File: config.mk
export PLATFORM = sky130hd
export DESIGN_NAME = overcurrent_sense_flat
export DESIGN_NICKNAME = d
export VERILOG_FILES = /design/src/rtl/overcurrent_sense_if.sv /design/src/rtl/overcurrent_sense.sv /design/src/flat_wrapper.sv
export SDC_FILE = /design/constraint.sdc
export NUM_CORES = 1
export LEC_CHECK = 0
export CAP_MARGIN = 20
export CORE_MARGIN = 3
export CORE_UTILIZATION = 54
export CTS_CLUSTER_DIAMETER = 120
export DETAILED_ROUTE_END_ITERATION = 7
export GPL_TIMING_DRIVEN = 0
export PLACE_DENSITY = 0.8
export SYNTH_ARGS = -nofsm -noshare
export SYNTH_HDL_FRONTEND = slang
export SYNTH_SLANG_ARGS = --single-unit
export TNS_END_PERCENT = 100
File: constraint.sdc
create_clock -name clk -period 2.6 [get_ports clk]
set_input_delay 0.26 -clock clk [delete_from_list [all_inputs] [get_ports clk]]
set_output_delay 0.26 -clock clk [all_outputs]
set_load 0.02 [all_outputs]
File: src/rtl/overcurrent_sense_if.sv
// Current-sense ADC sample stream feeding the overcurrent detector.
// One-cycle strobe qualifies the channel select and the sample value.
interface overcurrent_sense_if #(
    parameter int DATA_W = 12
);
    logic              sample_valid;
    logic              sample_ch;
    logic [DATA_W-1:0] sample_data;

    modport master (output sample_valid, output sample_ch, output sample_data);
    modport slave  (input  sample_valid, input  sample_ch, input  sample_data);
endinterface

File: src/rtl/overcurrent_sense.sv
// Two-channel overcurrent detector: qualified trip, minimum fault hold,
// hysteresis-qualified clear, PWM gating and saturating trip counters.
//
// state    | meaning
// NORMAL   | no fault, waiting for an over sample
// PENDING  | counting consecutive over samples toward a trip
// FAULT    | fault asserted, minimum hold running, samples ignored
// CLEARING | fault asserted, counting consecutive safe samples
module overcurrent_sense #(
    parameter int DATA_W      = 12,
    parameter int TRIP_HI     = 3000,
    parameter int TRIP_LO     = 2500,
    parameter int TRIP_COUNT  = 4,
    parameter int CLEAR_COUNT = 8,
    parameter int HOLD_CYCLES = 1000000
) (
    input  logic               clk,
    input  logic               rst_n,
    overcurrent_sense_if.slave smp,
    input  logic               ENA,
    input  logic               ENB,
    input  logic               pwm_a_in,
    input  logic               pwm_b_in,
    output logic               OCA,
    output logic               OCB,
    output logic               PWMA,
    output logic               PWMB,
    output logic [7:0]         trips_a,
    output logic [7:0]         trips_b
);
    typedef enum logic [1:0] {NORMAL, PENDING, FAULT, CLEARING} state_t;

    logic            over;
    logic            safe;
    logic [1:0]      en;
    logic [1:0]      pwm_raw;
    logic [1:0]      oc;
    logic [1:0]      pwm;
    logic [1:0][7:0] trips;

    assign over    = smp.sample_data >= DATA_W'(TRIP_HI);
    assign safe    = smp.sample_data <= DATA_W'(TRIP_LO);
    assign en      = {ENB, ENA};
    assign pwm_raw = {pwm_b_in, pwm_a_in};

    for (genvar g = 0; g < 2; g++) begin : g_ch
        state_t      state, state_n;
        logic [7:0]  trip_cnt, trip_n;
        logic [7:0]  clr_cnt, clr_n;
        logic [7:0]  trips_q, trips_n;
        logic [25:0] hold_cnt, hold_n;
        logic        oc_q;
        logic        pwm_q;
        logic        sel;
        logic        enter_fault;

        assign sel = smp.sample_valid && (smp.sample_ch == 1'(g));

        always_comb begin
            state_n     = state;
            trip_n      = trip_cnt;
            clr_n       = clr_cnt;
            hold_n      = hold_cnt;
            enter_fault = 1'b0;
            case (state)
                NORMAL: begin
                    if (sel && over) begin
                        trip_n = 8'd1;
                        if (TRIP_COUNT == 1) begin
                            state_n     = FAULT;
                            enter_fault = 1'b1;
                        end else begin
                            state_n = PENDING;
                        end
                    end
                end
                PENDING: begin
                    if (sel) begin
                        if (over) begin
                            trip_n = trip_cnt + 8'd1;
                            if (trip_n == 8'(TRIP_COUNT)) begin
                                state_n     = FAULT;
                                enter_fault = 1'b1;
                            end
                        end else begin
                            trip_n  = '0;
                            state_n = NORMAL;
                        end
                    end
                end
                FAULT: begin
                    hold_n = hold_cnt + 26'd1;
                    // On the expiry edge an over sample is dropped, a safe one already counts
                    if (hold_n == 26'(HOLD_CYCLES)) begin
                        state_n = CLEARING;
                        clr_n   = '0;
                        if (sel && safe) begin
                            clr_n = 8'd1;
                            if (CLEAR_COUNT == 1) begin
                                state_n = NORMAL;
                                clr_n   = '0;
                                trip_n  = '0;
                            end
                        end
                    end
                end
                CLEARING: begin
                    if (sel) begin
                        if (over) begin
                            state_n     = FAULT;
                            enter_fault = 1'b1;
                        end else if (safe) begin
                            clr_n = clr_cnt + 8'd1;
                            if (clr_n == 8'(CLEAR_COUNT)) begin
                                state_n = NORMAL;
                                clr_n   = '0;
                                trip_n  = '0;
                            end
                        end else begin
                            clr_n = '0;
                        end
                    end
                end
                default: state_n = NORMAL;
            endcase
            if (enter_fault) hold_n = '0;
            trips_n = (enter_fault && trips_q != 8'hFF) ? trips_q + 8'd1 : trips_q;
        end

        always_ff @(posedge clk or negedge rst_n) begin
            if (!rst_n) begin
                state    <= NORMAL;
                trip_cnt <= '0;
                clr_cnt  <= '0;
                hold_cnt <= '0;
                trips_q  <= '0;
                oc_q     <= 1'b0;
                pwm_q    <= 1'b0;
            end else begin
                state    <= state_n;
                trip_cnt <= trip_n;
                clr_cnt  <= clr_n;
                hold_cnt <= hold_n;
                trips_q  <= trips_n;
                oc_q     <= (state_n == FAULT) || (state_n == CLEARING);
                pwm_q    <= pwm_raw[g] & en[g] & ~oc_q;
            end
        end

        assign oc[g]    = oc_q;
        assign pwm[g]   = pwm_q;
        assign trips[g] = trips_q;
    end

    assign OCA     = oc[0];
    assign OCB     = oc[1];
    assign PWMA    = pwm[0];
    assign PWMB    = pwm[1];
    assign trips_a = trips[0];
    assign trips_b = trips[1];
endmodule

File: src/flat_wrapper.sv
// flat-port wrapper written by rule: the top's interface ports become plain ports
module overcurrent_sense_flat 
#(
    parameter int DATA_W      = 12,
    parameter int TRIP_HI     = 3000,
    parameter int TRIP_LO     = 2500,
    parameter int TRIP_COUNT  = 4,
    parameter int CLEAR_COUNT = 8,
    parameter int HOLD_CYCLES = 1000000
)
  (clk, rst_n, ENA, ENB, pwm_a_in, pwm_b_in, OCA, OCB, PWMA, PWMB, trips_a, trips_b, smp_sample_valid, smp_sample_ch, smp_sample_data);
  overcurrent_sense_if #(.DATA_W(DATA_W)) smp_i ();
  input  logic clk;
  input  logic rst_n;
  input  logic ENA;
  input  logic ENB;
  input  logic pwm_a_in;
  input  logic pwm_b_in;
  output logic OCA;
  output logic OCB;
  output logic PWMA;
  output logic PWMB;
  output logic [7:0] trips_a;
  output logic [7:0] trips_b;
  input wire logic [$bits(smp_i.sample_valid)-1:0] smp_sample_valid;
  input wire logic [$bits(smp_i.sample_ch)-1:0] smp_sample_ch;
  input wire logic [$bits(smp_i.sample_data)-1:0] smp_sample_data;
  assign smp_i.sample_valid = smp_sample_valid;
  assign smp_i.sample_ch = smp_sample_ch;
  assign smp_i.sample_data = smp_sample_data;
  overcurrent_sense #(.DATA_W(DATA_W), .TRIP_HI(TRIP_HI), .TRIP_LO(TRIP_LO), .TRIP_COUNT(TRIP_COUNT), .CLEAR_COUNT(CLEAR_COUNT), .HOLD_CYCLES(HOLD_CYCLES)) u_core (.clk(clk), .rst_n(rst_n), .smp(smp_i), .ENA(ENA), .ENB(ENB), .pwm_a_in(pwm_a_in), .pwm_b_in(pwm_b_in), .OCA(OCA), .OCB(OCB), .PWMA(PWMA), .PWMB(PWMB), .trips_a(trips_a), .trips_b(trips_b));
endmodule
# Yosys cells after proc, flatten, opt, wreduce, memory -nomap -nowiden
# Index checks and enable logic that the tools add are counted.
# W data, S select, Z words.
[word_totals]
word_cells = 150
output_inout_bits = 20
reg_bits = 108
[op_classes]
bitwise_logic = 7
order_cmp = 2
reduce_logical = 22
mux = 65
eq_ne = 32
addsub = 8
[ops]
columns = ["cell", "count"]
rows = [
  ["$mux W8", 24],
  ["$mux W26", 4],
  ["$add A26 B1 Y26 const B", 2],
  ["$eq A26 B20 Y1 const B", 2],
  ["$add A8 B1 Y8 const B", 6],
  ["$pmux W8 S3", 2],
  ["$mux W2", 18],
  ["$pmux W8 S2", 2],
  ["$ne A2 B1 Y1 const B", 12],
  ["$eq A2 B2 Y1 const B", 8],
  ["$eq A8 B3 Y1 const B", 2],
  ["$eq A8 B4 Y1 const B", 2],
  ["$ne A8 B8 Y1 const B", 2],
  ["$pmux W2 S4", 2],
  ["$reduce_and A7 Y1", 2],
  ["$ge A12 B12 Y1 const B", 1],
  ["$le A12 B12 Y1 const B", 1],
  ["$mux W1", 11],
  ["$logic_and A1 B1 Y1", 8],
  ["$reduce_and A4 Y1", 2],
  ["$reduce_bool A2 Y1", 4],
  ["$reduce_bool A3 Y1", 2],
  ["$and A1 B1 Y1", 4],
  ["$eq A2 B1 Y1 const B", 2],
  ["other kinds (5)", 11],
]

# Logic depth before layout (Yosys ltp)
# Gate-level depths: netlist of run 1.
[depth]
ltp_word = 9
mapped_depth = 10
ltp_nobuf = 8

# Worst setup path after synthesis of run 1
# No wires, ideal clock.
[synth_timing]
path_type = "reg-to-reg"
startpoint = "register u_core.g_ch[1].trip_cnt[0]"
endpoint = "register u_core.g_ch[1].trips_q[1] (netlist: u_core.trips_b[1])"
setup_ns = 0.128
t_required_ns = 2.472
t_arrival_ns = 2.420
path_buffers = 0
synth_period_minus_slack_ns = 2.548
path_stages_with_launch = 9
slack_ns = 0.052
path_cell_list = "dfrtp_1 > ha_1 > and3_1 > a311oi_1 > o211ai_1 > a2111oi_2 > o211a_4 > and2_1 > mux2_1"
[synth_via]
elab_chain_cells = 7
[synth_rtl]
columns = ["element", "line", "rtl"]
rows = [
  ["start: declaration", "overcurrent_sense.sv:48", "logic [7:0] trip_cnt, trip_n;"],
  ["start signal: assignment", "overcurrent_sense.sv:141", "trip_cnt <= trip_n;"],
  ["$add A8 B1 Y8", "overcurrent_sense.sv:80", "trip_n = trip_cnt + 8'd1;"],
  ["$eq A8 B3 Y1", "overcurrent_sense.sv:81", "if (trip_n == 8'(TRIP_COUNT)) begin"],
  ["$mux W1", "overcurrent_sense.sv:81", ""],
  ["$mux W1", "overcurrent_sense.sv:79", "if (over) begin"],
  ["$mux W1", "overcurrent_sense.sv:78", "if (sel) begin"],
  ["$pmux W1 S2", "overcurrent_sense.sv:65", "case (state)"],
  ["$logic_and A1 B1 Y1", "overcurrent_sense.sv:127", "trips_n = (enter_fault && trips_q != 8'hFF) ? trips_q + 8'd1 : trips_q;"],
  ["end signal: assignment", "overcurrent_sense.sv:144", "trips_q <= trips_n;"],
  ["end: declaration", "overcurrent_sense.sv:50", "logic [7:0] trips_q, trips_n;"],
]
# No other way between the ends.
# A chain may end at the register's enable or synchronous reset.

# Worst setup path after layout of run 1
# Ends and elaborated chain as after synthesis.

==> results of run 1 <==
==> critical path, cell delays in order, from the launching register on <==
cell and delay, ns:
dfrtp_2 0.45, buf_6 0.13, and3_4 0.17, and3_4 0.18, or4_4 0.44, a2111oi_4 0.39, o211a_4 0.26, and2_4 0.16
mux2_4 0.29
==> path summary, 6_finish.rpt <==
check / from / to / cells after the start
hold reg to reg: u_core.OCA / u_core.PWMA / 1
setup reg to reg: u_core.g_ch[1].trip_cnt[0] / u_core.trips_b[1] / 8
max in group asynchronous: rst_n / u_core.trips_a[7] / 3
min in group asynchronous: rst_n / u_core.g_ch[0].clr_cnt[4] / 2
hold / removal: ENB / u_core.PWMB / 3
setup / recovery: u_core.g_ch[1].trip_cnt[0] / u_core.trips_b[1] / 8
==> final cells by class <==
class	count	area, um^2
fill	903	3943
multi-input combinational	561	3657
sequential	108	2706
timing repair buffer	55	538.0
clock buffer	10	229.0
tap	143	178.9
buffer	28	147.6
clock inverter	6	71.32
inverter	12	45.04
==> logic make-up (layout without fill, tap and decap cells) <==
logic type	after synthesis	count (layout)
buffers and inverters	41	111
AOI/OAI and AO/OA	114	114
DFF	108	108
muxes	10	10
xor gates and xnor gates	73	73
and+or+nand+nor	355	355
adders and majority gates	9	9
==> timing repair <==
item	4_1_cts	5_1_grt
hold buffers	1	0
pin swaps	5	8
setup buffers	6	8
resized for setup	9	23
endpoints found under the setup margin	50	38
hold endpoints to repair	49	0
==> power groups by stage <==
stage	Clock [mW]	Sequential, mW	Combinational (mW)
after global routing	1.50	2.50	2.75
after floorplan	0	2.37	1.73
after detailed placement	0	2.44	2.19
after global placement	0	2.42	2.10
final	1.40	2.45	2.46
after CTS	1.42	2.41	2.28
==> registers in the layout, indices dropped and copies added (netlist names) <==
| name | cells |
|---|---|
| u_core.OCA | 1 |
| u_core.OCB | 1 |
| u_core.PWMA | 1 |
| u_core.PWMB | 1 |
| u_core.g_ch.clr_cnt | 16 |
| u_core.g_ch.hold_cnt | 52 |
| u_core.g_ch.state | 4 |
| u_core.g_ch.trip_cnt | 16 |
| u_core.trips_a | 8 |
| u_core.trips_b | 8 |
==> routing by layer <==
metal / wire length, um / share of wire [%] / track usage (%)
met1: 6288 / 44 / 28.30
met5: 0 / 0 / 0
met4: 187 / 1.3 / 5.790
met3: 492 / 3.4 / 5.211
met2: 7430 / 52 / 38.27
==> cells in the final DEF, fill, tap and decap left out, drive strengths merged, types with 10 or more instances in the layout <==
| master | count |
|---|---|
| nor2 | 99 |
| and3 | 25 |
| a21oi | 10 |
| nand3 | 52 |
| xnor2 | 34 |
| nor3 | 24 |
| clkbuf | 24 |
| xor2 | 39 |
| dfrtp | 108 |
| clkdlybuf4s50 | 38 |
| o21ai | 41 |
| nand2 | 60 |
| buf | 30 |
| inv | 14 |
| nand4 | 26 |
==> flow_metrics.py, run 1 <==
metrics = {
    "placement": {
        "placed_area_mm2": 0.007009,
        "dpl.hpwl_um": 9990,
        "portBuffers": 39,
        "place_inst": 893,
        "dp_slack_ns": -0.5570,
        "routabilityCongestion": 0.8745,
    },
    "power": {
        "p_comb_share_pct": 39.0,
        "p_int_mw": 3.835,
        "power.net_switching_mw": 2.480,
        "ir_drop_mv": 0.6015,
        "leakage_nw": 3.045,
        "powerDensity_mw_per_mm2": 833.9,
        "sequentialPowerShare_pct": 38.9,
        "switching_share_pct": 39.27,
        "p_total_mw": 6.316,
        "p_clk_share_pct": 22.1,
    },
    "logic_synthesis": {
        "async_flop_share_pct": 100.0,
        "yosys-top-cells-area": "dfrtp_1 42%, nor2_1 5.7%, xor2_1 5.3%, xnor2_1 4.6%, nand3_1 4.0%",
        "synthXorXnorAreaFrac_pct": 9.967,
        "yosysMostFrequentCell": "dfrtp_1",
        "synth_top_cell_by_area": "dfrtp_1",
        "syn_avg_cell_area_um2": 9.035,
        "synth-edff-count": 0,
        "synth_cell_types": 73,
        "synth_common_cells": "108 x dfrtp_1, 98 x nor2_1, 60 x nand2_1",
        "synth_fa_ha_area_share_pct": 1.755,
        "synth_compound_area_share_pct": 12.13,
        "yosysSeqAreaShare_pct": 42.13,
        "synthMuxAreaShare_pct": 1.736,
        "synth_top_family_by_area": "simple AND/OR/NAND/NOR gates",
        "synth_cells": 710,
        "synthSimpleGateAreaFrac_pct": 29.33,
        "syn-cell-area_mm2": 0.006415,
        "syn_nets": 739,
        "synth_top_area_share_pct": 42.13,
        "synth_ff_type": "dfrtp_1",
        "synth-warning-count": 0,
        "ys_seq_elements": 108,
    },
    "finish": {
        "drive_gt1_share_pct": 12.18,
        "final_util_pct": 65.76,
        "layout.cells.non_filler": 923,
        "num_antenna_cells": 0,
        "fin_nets": 804,
        "final_area_mm2": 0.007574,
        "area_delta_synth_final_pct": 18.06,
    },
    "clocking": {
        "cts_inserted_buffers": 9,
        "tritoncts": "done",
        "cts_buffer_depth": 2,
        "clkTransAtPathRegs_ns": 0.07,
        "clk_latency_ns": 0.35,
        "root_buffer": "clkbuf_16",
        "cts_sinks": 108,
        "htree_num_levels": 3,
    },
    "detailed_routing": {
        "drt-initial-drc-count": 313,
        "remaining_drc_errors": 0,
        "routed_wl_um": 14400,
        "detail-route-antenna-nets": 0,
        "drt-pass1-iter-count": 5,
        "wl_per_cell_um": 15.60,
        "dr_total_vias": 5505,
        "drt-vias-per-instance": 5.964,
    },
    "sta": {
        "fin_setup_tns_ns": 0,
        "worst_pin_slew_ns": 0.7874,
        "finalWorstSetupSlack_ns": 0.003639,
        "hold_violations": 0,
        "min_period_ns": 2.596,
        "finalCritPeriodShare_pct": 99.86,
        "rsz0062_at_grt": "true",
        "maxSlewViolCount": 0,
        "whs_ns": 0.4232,
        "clock.fmax_ghz": 0.3852,
        "setup_viol": 0,
        "clock_skew_ns": 0.008049,
        "maxSlewHeadroom_pct": 46.95,
    },
    "global_route": {
        "globalRouteTotalUtil_pct": 22.24,
        "grt_overflow_total": 0,
        "antenna_found_initial": 0,
        "grt_pass1_wl_um": 24240,
        "grt_pass1_vias": 5330,
        "grt_max_degree": 60,
    },
    "die": {
        "core_mm2": 0.01152,
        "die-area_mm2": 0.01322,
        "rows": 39,
        "ios": 40,
        "die_w_um": 115.0,
        "die_h_um": 115.0,
        "initial_utilization_pct": 55.70,
    },
    "setup_path": {
        "setup.worst_path.start_class": "flip-flop",
        "cp_max_fo": 6,
        "worst-setup-path-type": "reg2reg",
        "regToRegSetupSlack_ns": 0.004,
        "end_kind": "flip-flop",
        "arrival_ns": 2.84,
        "critPathRequiredTime_ns": 2.84,
    },
    "job": {
        "cap_violations": 0,
    },
    "outcome": {
        "status": "finished, final reports clean",
    },
    "hold_path": {
        "hold_path_class": "in2reg",
    },
}
No activity file was read; power rests on OpenSTA's default activity.
==> run 2, diff against run 1 <==
CORE_MARGIN = 10   (was 3)
==> run 2 against run 1 <==
  * Via count up 0.33%
  * Critical endpoint is now u_core.g_ch[0].clr_cnt[0]
  * Flip-flop and latch count unchanged
  * Global-route usage down 4.2 points
  * Clock skew down 0.0014 ns
  * Maximum frequency up 1.8%
  * Clock power about the same
  * Combinational power down 4%
  * Register-to-register slack better by 0.05 ns
  * Worst setup slack better by 0.047 ns
  * Cell area down 0.89%
  * Critical path depth up 1
  * Highest routed layer unchanged
==> flow_metrics.py, run 2 (synthesized netlist as in run 1, its figures left out) <==
metrics = {
    "setup_path": {
        "r2r-start": "u_core.g_ch[0].hold_cnt[0]",
        "critPathRequiredTime_ns": 2.84,
        "worst-setup-path-type": "reg2reg",
        "cp_max_fo": 8,
        "path_buf_inv": 1,
        "crit_chain": "ha_4 -> nand4_1 -> nor3_2 -> mux2i_1 -> o2111ai_1 -> nor4_4 -> nand2b_1 -> buf_6 -> mux2_1",
        "end_kind": "flip-flop",
        "slowest_stage": "dfrtp_1",
        "max_stage_delay_ns": 0.45,
        "r2r_cells": 9,
        "crit_path_start": "u_core.g_ch[0].hold_cnt[0]",
        "setup.worst_path.start_class": "flip-flop",
        "cp.depth": 9,
        "arrival_ns": 2.79,
        "cp_top_family": "simple AND/OR/NAND/NOR gates",
        "r2r_end": "u_core.g_ch[0].clr_cnt[0]",
        "regToRegSetupSlack_ns": 0.05,
        "endpoint": "u_core.g_ch[0].clr_cnt[0]",
    },
    "detailed_routing": {
        "drt-vias-per-instance": 6.016,
        "dr_total_vias": 5523,
        "drt-initial-drc-count": 391,
        "routed_wl_um": 14650,
        "wl_per_cell_um": 15.96,
        "drt-pass1-iter-count": 5,
        "detail-route-antenna-nets": 0,
        "remaining_drc_errors": 0,
    },
    "clocking": {
        "tritoncts": "done",
        "cts_sinks": 108,
        "clk_latency_ns": 0.36,
        "root_buffer": "clkbuf_16",
        "cts_inserted_buffers": 9,
        "cts_buffer_depth": 2,
        "clkTransAtPathRegs_ns": 0.07,
        "htree_num_levels": 3,
    },
    "finish": {
        "fin_nets": 799,
        "regMostFlops": "u_core.g_ch.hold_cnt",
        "nFillCells": 929,
        "num_antenna_cells": 0,
        "top_regs": "u_core.g_ch.hold_cnt: 52 flops, u_core.g_ch.clr_cnt: 16 flops, u_core.g_ch.trip_cnt: 16 flops",
        "final_cell_mix": "106 x dfrtp_1, 98 x nor2_1, 60 x nand2_1, 49 x nand3_1, 41 x o21ai_0",
        "layout.cells.non_filler": 918,
        "area_delta_synth_final_pct": 17.01,
        "drive_gt1_share_pct": 10.84,
        "largest_reg_flops": 52,
        "final_common_cell": "dfrtp_1",
    },
    "placement": {
        "place_inst": 893,
        "routabilityCongestion": 0.8366,
        "dpl.hpwl_um": 10310,
        "dp_slack_ns": -0.5160,
        "portBuffers": 39,
    },
    "global_route": {
        "globalRouteTotalUtil_pct": 18.03,
        "antenna_found_initial": 0,
        "grt_pass1_wl_um": 24980,
        "grt_overflow_total": 0,
        "grt_pass1_vias": 5387,
        "grt_max_degree": 59,
    },
    "sta": {
        "finalWorstSetupSlack_ns": 0.05043,
        "clock_skew_ns": 0.006642,
        "setup_viol": 0,
        "clock.fmax_ghz": 0.3922,
        "maxSlewViolCount": 0,
        "min_period_ns": 2.550,
        "fin_setup_tns_ns": 0,
        "maxSlewHeadroom_pct": 53.73,
        "finalCritPeriodShare_pct": 98.06,
        "hold_violations": 0,
        "worst_pin_slew_ns": 0.6867,
        "rsz0062_at_grt": "true",
    },
    "job": {
        "cap_violations": 0,
    },
    "die": {
        "die_w_um": 129.0,
        "die_h_um": 129.0,
        "core_mm2": 0.01152,
        "die-area_mm2": 0.01664,
        "rows": 39,
        "ios": 40,
        "initial_utilization_pct": 55.70,
    },
    "hold_path": {
        "hold_path_class": "reg2reg",
        "holdCritStartpoint": "u_core.OCA",
    },
    "power": {
        "ir_drop_mv": 0.4896,
        "p_total_mw": 6.230,
        "powerDensity_mw_per_mm2": 830.0,
        "leakage_nw": 3.010,
    },
    "outcome": {
        "status": "finished, final reports clean",
    },
}
[run 2: cell types whose count changed in the layout (fill, tap and decap cells not counted), sizes merged]
cell | before | now
buf | 30 | 24
clkbuf | 24 | 26
inv | 14 | 13
[run 2: cell type report]
type	instances	area (um^2)	area share, %
plain buffers	29	143.9	1.917
clock buffers	11	242.7	3.234
clock inverters	5	60.06	0.8001
inverters	12	45.04	0.6001
multi-input cells	561	3645	48.56
flip-flops and latches	108	2705	36.04
well taps	143	178.9	2.384
repair buffers	49	485.5	6.468
[run 2: worst min-delay path by stage]
stage	endpoint	slack [ns]	depth (start not counted)
2_1_floorplan	u_core.OCA	-0.04	0
3_3_place_gp	u_core.PWMA	0.41	1
3_5_place_dp	u_core.g_ch[0].clr_cnt[4]	0.35	1
4_1_cts	u_core.PWMB	0.42	3
5_1_grt	u_core.PWMA	0.43	1
6_report	u_core.PWMA	0.42	1
[run 2: timing repair]
item                                   CTS  global route
pin swaps                                6             8
endpoints found under the hold margin   50             0
setup endpoints to repair               50            35
resized for setup                       10            11
hold buffers                             1             0
buffers inserted                         6             2
[run 2: worst reg2reg max path: cells and delay by family (launching register included)]
kind / cells / cell delay (ns)
AO/OA/AOI/OAI: 1 / 0.20
adder cells (fa/ha/maj): 1 / 0.20
buffers and inverters: 1 / 0.13
flip-flops: 1 / 0.45
multiplexers: 2 / 0.57
AND/OR/NAND/NOR: 4 / 0.87
[run 2: metal layers]
metal / vias up / share of wire, % / track usage (%)
met5: - / 0 / 0
met4: 0 / 1.8 / 5.217
met3: 24 / 4.9 / 4.723
met2: 133 / 50 / 31.22
met1: 2707 / 43 / 21.60
li1: 2659 / - / -
[run 2: metrics by stage]
stage	hold slack (ns)	utilization, %	area, um^2
global placement	0.4105	60.65	6984
floorplan	-0.03559	-	6415
finish	0.4197	65.18	7506
global route	0.4321	65.18	7506
CTS	0.4212	64.42	7418
detailed placement	0.3483	60.86	7009
[run 2: power breakdown]
part / internal, mW / switching, mW
sequential: 2.02 / 0.429
combinational: 1.01 / 1.36
clock: 0.778 / 0.631
==> run 3, diff against run 2 <==
CTS_CLUSTER_SIZE = 16   (was not set)
==> results of run 3 <==
No change in the layout: final DEF, timing and power equal those of run 2.
